### config.mk
export PLATFORM = sky130hd
export DESIGN_NAME = regfile_sb_flat
export DESIGN_NICKNAME = d
export VERILOG_FILES = /design/src/rtl/regfile_sb_if.sv /design/src/rtl/regfile_sb.sv /design/src/flat_wrapper.sv
export SDC_FILE = /design/constraint.sdc
export NUM_CORES = 1
export LEC_CHECK = 0
export ABC_AREA = 1
export BUFFER_PORTS_ARGS = -buffer_cell sky130_fd_sc_hd__buf_2
export CAP_MARGIN = 10
export CELL_PAD_IN_SITES_DETAIL_PLACEMENT = 0
export CELL_PAD_IN_SITES_GLOBAL_PLACEMENT = 2
export CORE_UTILIZATION = 25
export DETAILED_ROUTE_END_ITERATION = 6
export PLACE_DENSITY_LB_ADDON = 0.1
export SETUP_SLACK_MARGIN = 0.4
export SYNTH_ARGS = -nofsm -noshare
export SYNTH_HDL_FRONTEND = slang
export SYNTH_SLANG_ARGS = --single-unit
### constraint.sdc
create_clock -name CLK -period 5.4 [get_ports CLK]
set_input_delay 0.27 -clock CLK [delete_from_list [all_inputs] [get_ports CLK]]
set_output_delay 0.27 -clock CLK [all_outputs]
set_load 0.005 [all_outputs]
### src/rtl/regfile_sb_if.sv
// Register-file bus: writeback, issue, two read ports and the Ready flag.
// Signal names are kept identical to the original regfile_sb port list.
interface regfile_sb_if #(
  parameter int DATA_W = 32,
  parameter int ADDR_W = 5
);
  logic              RegWrite;
  logic [ADDR_W-1:0] WriteRegister;
  logic [DATA_W-1:0] WriteData;
  logic              IssueValid;
  logic [ADDR_W-1:0] IssueRegister;
  logic [ADDR_W-1:0] ReadRegister1;
  logic [ADDR_W-1:0] ReadRegister2;
  logic [DATA_W-1:0] ReadData1;
  logic [DATA_W-1:0] ReadData2;
  logic              Busy1;
  logic              Busy2;
  logic              Ready;

  modport master (
    output RegWrite, WriteRegister, WriteData, IssueValid, IssueRegister,
           ReadRegister1, ReadRegister2,
    input  ReadData1, ReadData2, Busy1, Busy2, Ready
  );

  modport slave (
    input  RegWrite, WriteRegister, WriteData, IssueValid, IssueRegister,
           ReadRegister1, ReadRegister2,
    output ReadData1, ReadData2, Busy1, Busy2, Ready
  );
endinterface

### src/rtl/regfile_sb.sv
// Register file with per-register scoreboard busy bits and a post-reset clear sweep.
// Optional same-cycle write-to-read forwarding when REGFILE_BYPASS_EN is defined.
module regfile_sb #(
  parameter int DATA_W   = 32,
  parameter int ADDR_W   = 5,
  parameter int ZERO_REG = 1
) (
  input  logic         CLK,
  input  logic         RESET,
  regfile_sb_if.slave  bus
);
  localparam int DEPTH = 2**ADDR_W;

  typedef enum logic {CLEAR, RUN} state_t;

  state_t            r_state;
  logic [ADDR_W:0]   r_cnt;
  logic              r_ready;
  logic [DATA_W-1:0] r_mem [DEPTH];
  logic [DEPTH-1:0]  r_busy;

  logic              w_run;
  logic              w_wr_ok;
  logic              w_iss_ok;
  logic              w_we;
  logic [ADDR_W-1:0] w_waddr;
  logic [DATA_W-1:0] w_wdata;
  logic              w_zero1;
  logic              w_zero2;

  assign w_run    = (r_state == RUN) && !RESET;
  assign w_wr_ok  = bus.RegWrite &&
                    !((ZERO_REG != 0) && (bus.WriteRegister == '0));
  assign w_iss_ok = bus.IssueValid &&
                    !((ZERO_REG != 0) && (bus.IssueRegister == '0));
  assign w_zero1  = (ZERO_REG != 0) && (bus.ReadRegister1 == '0);
  assign w_zero2  = (ZERO_REG != 0) && (bus.ReadRegister2 == '0);

  // Single write port shared by the clear sweep and normal writeback.
  always_comb begin
    w_we    = 1'b0;
    w_waddr = '0;
    w_wdata = '0;
    if (!RESET) begin
      if (r_state == CLEAR) begin
        w_we    = 1'b1;
        w_waddr = r_cnt[ADDR_W-1:0];
      end else if (w_wr_ok) begin
        w_we    = 1'b1;
        w_waddr = bus.WriteRegister;
        w_wdata = bus.WriteData;
      end
    end
  end

  always_ff @(posedge CLK) begin
    if (w_we) begin
      r_mem[w_waddr] <= w_wdata;
    end
  end

  always_ff @(posedge CLK) begin
    if (RESET) begin
      r_state <= CLEAR;
      r_cnt   <= '0;
      r_ready <= 1'b0;
    end else begin
      case (r_state)
        CLEAR: begin
          r_busy[r_cnt[ADDR_W-1:0]] <= 1'b0;
          r_cnt                     <= r_cnt + 1'b1;
          if (r_cnt == (ADDR_W+1)'(DEPTH-1)) begin
            r_state <= RUN;
            r_ready <= 1'b1;
          end
        end
        RUN: begin
          // Issue is applied after writeback so it wins on a same-register collision.
          if (w_wr_ok) begin
            r_busy[bus.WriteRegister] <= 1'b0;
          end
          if (w_iss_ok) begin
            r_busy[bus.IssueRegister] <= 1'b1;
          end
        end
        default: begin
          r_state <= CLEAR;
          r_cnt   <= '0;
          r_ready <= 1'b0;
        end
      endcase
    end
  end

  always_comb begin
    bus.ReadData1 = '0;
    bus.Busy1     = 1'b0;
    if (w_run && !w_zero1) begin
      bus.ReadData1 = r_mem[bus.ReadRegister1];
      bus.Busy1     = r_busy[bus.ReadRegister1];
`ifdef REGFILE_BYPASS_EN
      if (bus.RegWrite && (bus.WriteRegister == bus.ReadRegister1)) begin
        bus.ReadData1 = bus.WriteData;
        bus.Busy1     = 1'b0;
      end
`endif
    end
  end

  always_comb begin
    bus.ReadData2 = '0;
    bus.Busy2     = 1'b0;
    if (w_run && !w_zero2) begin
      bus.ReadData2 = r_mem[bus.ReadRegister2];
      bus.Busy2     = r_busy[bus.ReadRegister2];
`ifdef REGFILE_BYPASS_EN
      if (bus.RegWrite && (bus.WriteRegister == bus.ReadRegister2)) begin
        bus.ReadData2 = bus.WriteData;
        bus.Busy2     = 1'b0;
      end
`endif
    end
  end

  assign bus.Ready = r_ready && !RESET;
endmodule

### src/flat_wrapper.sv
// flat-port wrapper written by rule: the top's interface ports become plain ports
module regfile_sb_flat 
#(
  parameter int DATA_W   = 32,
  parameter int ADDR_W   = 5,
  parameter int ZERO_REG = 1
)
  (CLK, RESET, bus_RegWrite, bus_WriteRegister, bus_WriteData, bus_IssueValid, bus_IssueRegister, bus_ReadRegister1, bus_ReadRegister2, bus_ReadData1, bus_ReadData2, bus_Busy1, bus_Busy2, bus_Ready);
  regfile_sb_if #(.DATA_W(DATA_W), .ADDR_W(ADDR_W)) bus_i ();
  input  logic CLK;
  input  logic RESET;
  input wire logic [$bits(bus_i.RegWrite)-1:0] bus_RegWrite;
  input wire logic [$bits(bus_i.WriteRegister)-1:0] bus_WriteRegister;
  input wire logic [$bits(bus_i.WriteData)-1:0] bus_WriteData;
  input wire logic [$bits(bus_i.IssueValid)-1:0] bus_IssueValid;
  input wire logic [$bits(bus_i.IssueRegister)-1:0] bus_IssueRegister;
  input wire logic [$bits(bus_i.ReadRegister1)-1:0] bus_ReadRegister1;
  input wire logic [$bits(bus_i.ReadRegister2)-1:0] bus_ReadRegister2;
  output wire logic [$bits(bus_i.ReadData1)-1:0] bus_ReadData1;
  output wire logic [$bits(bus_i.ReadData2)-1:0] bus_ReadData2;
  output wire logic [$bits(bus_i.Busy1)-1:0] bus_Busy1;
  output wire logic [$bits(bus_i.Busy2)-1:0] bus_Busy2;
  output wire logic [$bits(bus_i.Ready)-1:0] bus_Ready;
  assign bus_i.RegWrite = bus_RegWrite;
  assign bus_i.WriteRegister = bus_WriteRegister;
  assign bus_i.WriteData = bus_WriteData;
  assign bus_i.IssueValid = bus_IssueValid;
  assign bus_i.IssueRegister = bus_IssueRegister;
  assign bus_i.ReadRegister1 = bus_ReadRegister1;
  assign bus_i.ReadRegister2 = bus_ReadRegister2;
  assign bus_ReadData1 = bus_i.ReadData1;
  assign bus_ReadData2 = bus_i.ReadData2;
  assign bus_Busy1 = bus_i.Busy1;
  assign bus_Busy2 = bus_i.Busy2;
  assign bus_Ready = bus_i.Ready;
  regfile_sb #(.DATA_W(DATA_W), .ADDR_W(ADDR_W), .ZERO_REG(ZERO_REG)) u_core (.CLK(CLK), .RESET(RESET), .bus(bus_i));
endmodule
## After elaboration in Yosys (flattened, before gate mapping)

Memory sizes are Yosys's and may differ from the RTL's.
Index checks and enable logic that the tools add are counted.
W data, S select, Z words.

- $add $sub $neg: 1
- Multiply operators: 0
- Divide/modulo/power cells: 0
- Order comparisons: 8
- Eq/ne operators: 1
- Shift operators: 0
- Multiplexer cells: 32
- Bitwise gates (word level): 6
- Reductions and logical operators: 19

Operator list:

| operator | count |
|---|---|
| $mux W32 | 9 |
| $and A32 B32 Y32 | 2 |
| $not A32 Y32 | 2 |
| $pmux W32 S2 | 1 |
| $or A32 B32 Y32 | 1 |
| $lt A5 B6 Y1 const B | 5 |
| $logic_not A5 Y1 | 4 |
| $demux W1 S5 | 3 |
| $ge A5 B1 Y1 const B | 3 |
| $mux W5 | 3 |
| $mux W1 | 14 |
| $bmux W1 S5 | 2 |
| $logic_and A1 B1 Y1 | 9 |
| $add A6 B1 Y6 const B | 1 |
| $eq A6 B5 Y1 const B | 1 |
| $logic_not A1 Y1 | 5 |
| $reduce_and A2 Y1 | 1 |
| $not A1 Y1 | 1 |

- Register bits after elaboration: 40
- Latch bits: 0
- Bits in writable memories: 1024
- Bits in read-only memories: 0
- Input bits: 56
- Output and inout bits: 67
- Logic and storage cells: 72
- Memories: 1

Memories:

| memory | words | bits a word | rd ports | clocked after Yosys merged registers in | wr ports | RTL line | RTL |
|---|---|---|---|---|---|---|---|
| u_core.r_mem | 32 | 32 | 2 | 0 | 1 | regfile_sb.sv:19 | `logic [DATA_W-1:0] r_mem [DEPTH];` |

## Logic depth before layout (Yosys ltp)

- Depth after elaboration: 12
- Depth in mapped cells: 12
- Depth with buffers taken out: 9

## Worst setup path before layout

No wires, ideal clock.

- Path kind: input-to-reg
- Start: in RESET
- End: mem u_core.r_mem[17][0] (enable)
- Setup time: 0.421 ns
- Arrival: 3.124 ns
- Slack: 1.855 ns
- Stages: 6
- Buffers on the path: 1
- Path through: clkbuf_1 inv_1 nand3_1 inv_1 nand2_1 nor2_1

- Longest elaborated chain between the ends: 3
- Elaborated cells between the ends (all ways): 4
- Those cells by class: 4 x mux

Ends and longest elaborated chain:

| item | RTL line | RTL |
|---|---|---|
| from (decl) | flat_wrapper.sv:11 | `input logic RESET;` |
| $mux W1 | regfile_sb.sv:44 | `if (!RESET) begin` |
| $mux W1 | regfile_sb.sv:57 | `if (w_we) begin` |
| $mux W1 (not written as such) | regfile_sb.sv:58 | `r_mem[w_waddr] <= w_wdata;` |
| to (decl) | regfile_sb.sv:19 |  |

Parallel ways exist; a longest one is shown, timed or not.

## Final worst setup path

- Start: reg u_core.r_state
- End: out bus_ReadData2[8]

- Longest elaborated chain between the ends: 3

Ends and longest elaborated chain:

| item | RTL line | RTL |
|---|---|---|
| from (decl) | regfile_sb.sv:16 | `state_t r_state;` |
| from (signal assigned) | regfile_sb.sv:64 | `r_state <= CLEAR;` |
| from (signal assigned) | regfile_sb.sv:73 | `r_state <= RUN;` |
| from (signal assigned) | regfile_sb.sv:87 | `r_state <= CLEAR;` |
| $logic_and A1 B1 Y1 | regfile_sb.sv:31 | `assign w_run = (r_state == RUN) && !RESET;` |
| $logic_and A1 B1 Y1 | regfile_sb.sv:113 | `if (w_run && !w_zero2) begin` |
| $mux W32 | regfile_sb.sv:113 |  |
| to (decl) | flat_wrapper.sv:20 | `output wire logic [$bits(bus_i.ReadData2)-1:0] bus_ReadData2;` |

Every way passes these cells.

==> reports/results.txt <==
Status = finished clean
Largest net degree at the start of global routing = 154
Finished Layout Cells = 8936
Setup_tns = 0 ns
Min Hold Slack = 0.0730 ns
Antenna-violating nets left = 0
Worst setup SP type = flip-flop
Vias = 45.4k
Number of port buffers = 122
Endpoints failing setup = 0
Post-CTS setup buffers = 0
Average size of a mapped cell = 9.00 um2
Min-delay src = bus_WriteData[3]
RSZ-0062 raised after global routing = false
Cell Pwr Density = 323 nW/um2
Cts repair resizes = 0
Placed Cells = 8667
DRT Pass-1 Iters = 5
Net Count, Synth = 6064
H-tree depth = 4
Critical Path RT = 5.13 ns
Buffers & Inverters on Critical Path = 3
Final instance area = 62700 um2
Drt drc = 0
Global-route wire length before repair = 361 mm
Later-pin clock latency in the skew report = 0.80 ns
Final worst slack = 0.877 ns
Cell variety after synth = 34
Ys Warns = 0
Hpwl dp = 143 mm
Commonest non-fill, non-tap cell in the layout = nand2_1
Final Critical Period = 4.52 ns
Die Ht = 467 um
Max VDD drop = 0.335 mV
Crit-path slowest cell = a21oi_1
Number of nets in the layout = 6046
Crit path DAT = 4.25 ns
Longest Clk Path Bufs = 3
Pins Over Slew Limit = 0
CP Cell Sequence = buf_4, inv_2, nor2_4, nand2_4, a21oi_1, buf_2
Slew headroom = 0.207
Vias/cell = 5.08
Post-Route Skew = 0.0295 ns
Routed WL = 260 mm
Post-synthesis sequential area ratio = 0.589
Drt first-iter violations = 3757
Flops & latches, synth = 1064
Cts bufs inserted = 142
GRT Util Overall = 0.235
FMAX = 221 MHz
Max-cap violations = 0
Period Utilization, post-route = 0.838
CP endpoint kind = output port
CTS tree = done
Vias in the first global route = 44.1k
Most Used Layer, Global Route = met2
Critical Path Fanout Max = 33
Clock tree sinks = 1064
Worst Setup SP = u_core.r_state
Most frequent cells in the layout = 1997 x nand2_1, 1117 x nand3_1, 1056 x edfxtp_1, 379 x o21ai_0, 337 x a21oi_1
Final Util = 0.292
Area growth from synthesis to layout = 15.9%
# IOs = 123
Met2 usage = 0.395
Place WS = 1.38 ns
Die area = 218000 um2
Mapped Area = 54100 um2
Cell count after synthesis = 6004
M1 GR Usage = 0.322
Rows = 170
Root buffer cell = clkbuf_16
Placed standard-cell area = 58100 um2
Share of cells above drive strength 1 = 0.0865
R2r startpoint = u_core.r_state
Met3 usage = 0.0278
Reg clk slew, reported paths = 0.05 ns
Initial antenna violation count = 13
Core Box Area = 215000 um2
CP peak stage delay = 0.82 ns
DIE WIDTH = 467 um
Slew @ Worst Pin = 1.18 ns
Final hold violation count = 0
Effective utilization at floorplan = 0.252
Crit Path Category = flip-flop to output port
HP Class = input port to flip-flop
Crit-path leading delay family = simple AND/OR/NAND/NOR gates
Final Wtd Congestion = 0.761
Overall Power = 20.2 mW
Remaining Overflow, GRT = 0
Leak pwr = 23.5 nW
DR WL/cell = 29.1 um
[worst register-to-register path, delay by kind of cell, from the launching register on]
| family | cells | cell delay [ns] |
|---|---|---|
| AOI/OAI and AO/OA | 1 | 0.12 |
| buffers and inverters | 3 | 0.84 |
| DFF | 1 | 0.30 |
| and+or+nand+nor | 3 | 2.39 |
[worst paths after layout]
check	to	depth (start not counted)	slack, ns
hold reg to reg	u_core.r_ready	2	0.46
setup reg to reg	u_core.r_mem[18][24]	7	1.39
hold / removal	u_core.r_mem[28][3]	3	0.07
setup / recovery	bus_ReadData2[8]	6	0.88
[sequential cells by signal (all words and copies together) (netlist names)]
register and count:
u_core.r_busy 32, u_core.r_mem 1024, u_core.r_cnt 6, u_core.r_ready 1, u_core.r_state 1
[cells in the mapped netlist, drive strengths merged]
| cell | number | share of area |
|---|---|---|
| edfxtp | 1056 | 0.59 |
| inv | 265 | 0.018 |
| nand4 | 6 | 0.00069 |
| nand3 | 1117 | 0.10 |
| a22oi | 5 | 0.00069 |
| nor4 | 1 | 0.00012 |
| or2 | 1 | 0.00012 |
| clkinv | 3 | 0.00021 |
| a21boi | 57 | 0.0079 |
| clkbuf | 201 | 0.014 |
| o21ai | 427 | 0.040 |
| ha | 4 | 0.00093 |
| o211ai | 83 | 0.012 |
| nor3 | 14 | 0.0013 |
| nand2 | 1999 | 0.14 |
| nor2 | 157 | 0.011 |
| a31oi | 1 | 0.00012 |
| xor2 | 1 | 0.00016 |
| o21a | 2 | 0.00028 |
| buf | 236 | 0.027 |
| o31ai | 5 | 0.00069 |
| a21oi | 337 | 0.031 |
| dfxtp | 8 | 0.0030 |
| o22ai | 3 | 0.00035 |
| o221ai | 15 | 0.0024 |
[routing by layer]
metal  part of all wire  up-vias
met5                  0        -
met4              0.019        0
met3              0.041      270
met2               0.48     1277
met1               0.46    23100
li1                   -    20800
[kinds of logic after synthesis]
family	synth area share
buffers and inverters	0.0593
AOI/OAI and AO/OA	0.0948
adders and majority gates	0.000926
DFF	0.589
and+or+nand+nor	0.255
xor gates and xnor gates	0.000162
[what timing repair did]
action / CTS / global route
setup endpoints to repair: 0 / 0
hold buffers: 13 / 0
hold endpoints to repair: 38 / 0
[report_power, final]
| part | leakage [nW] | switching [mW] | internal, mW |
|---|---|---|---|
| sequential | 8.72 | 0.0373 | 9.03 |
| clock | 2.14 | 3.84 | 5.40 |
| combinational | 12.6 | 1.44 | 0.483 |
[layout make-up]
class | count | area (um2)
Fill cell | 22600 | 152000
Inverter | 268 | 1050
Timing Repair Buffer | 275 | 2360
Clock buffer | 184 | 3860
Antenna cell | 3 | 7.51
Multi-Input combinational cell | 4235 | 19400
Sequential cell | 1064 | 31900
Clock inverter | 69 | 557
Tap cell | 2838 | 3550
Note: power is estimated with default switching activity, not from simulation.
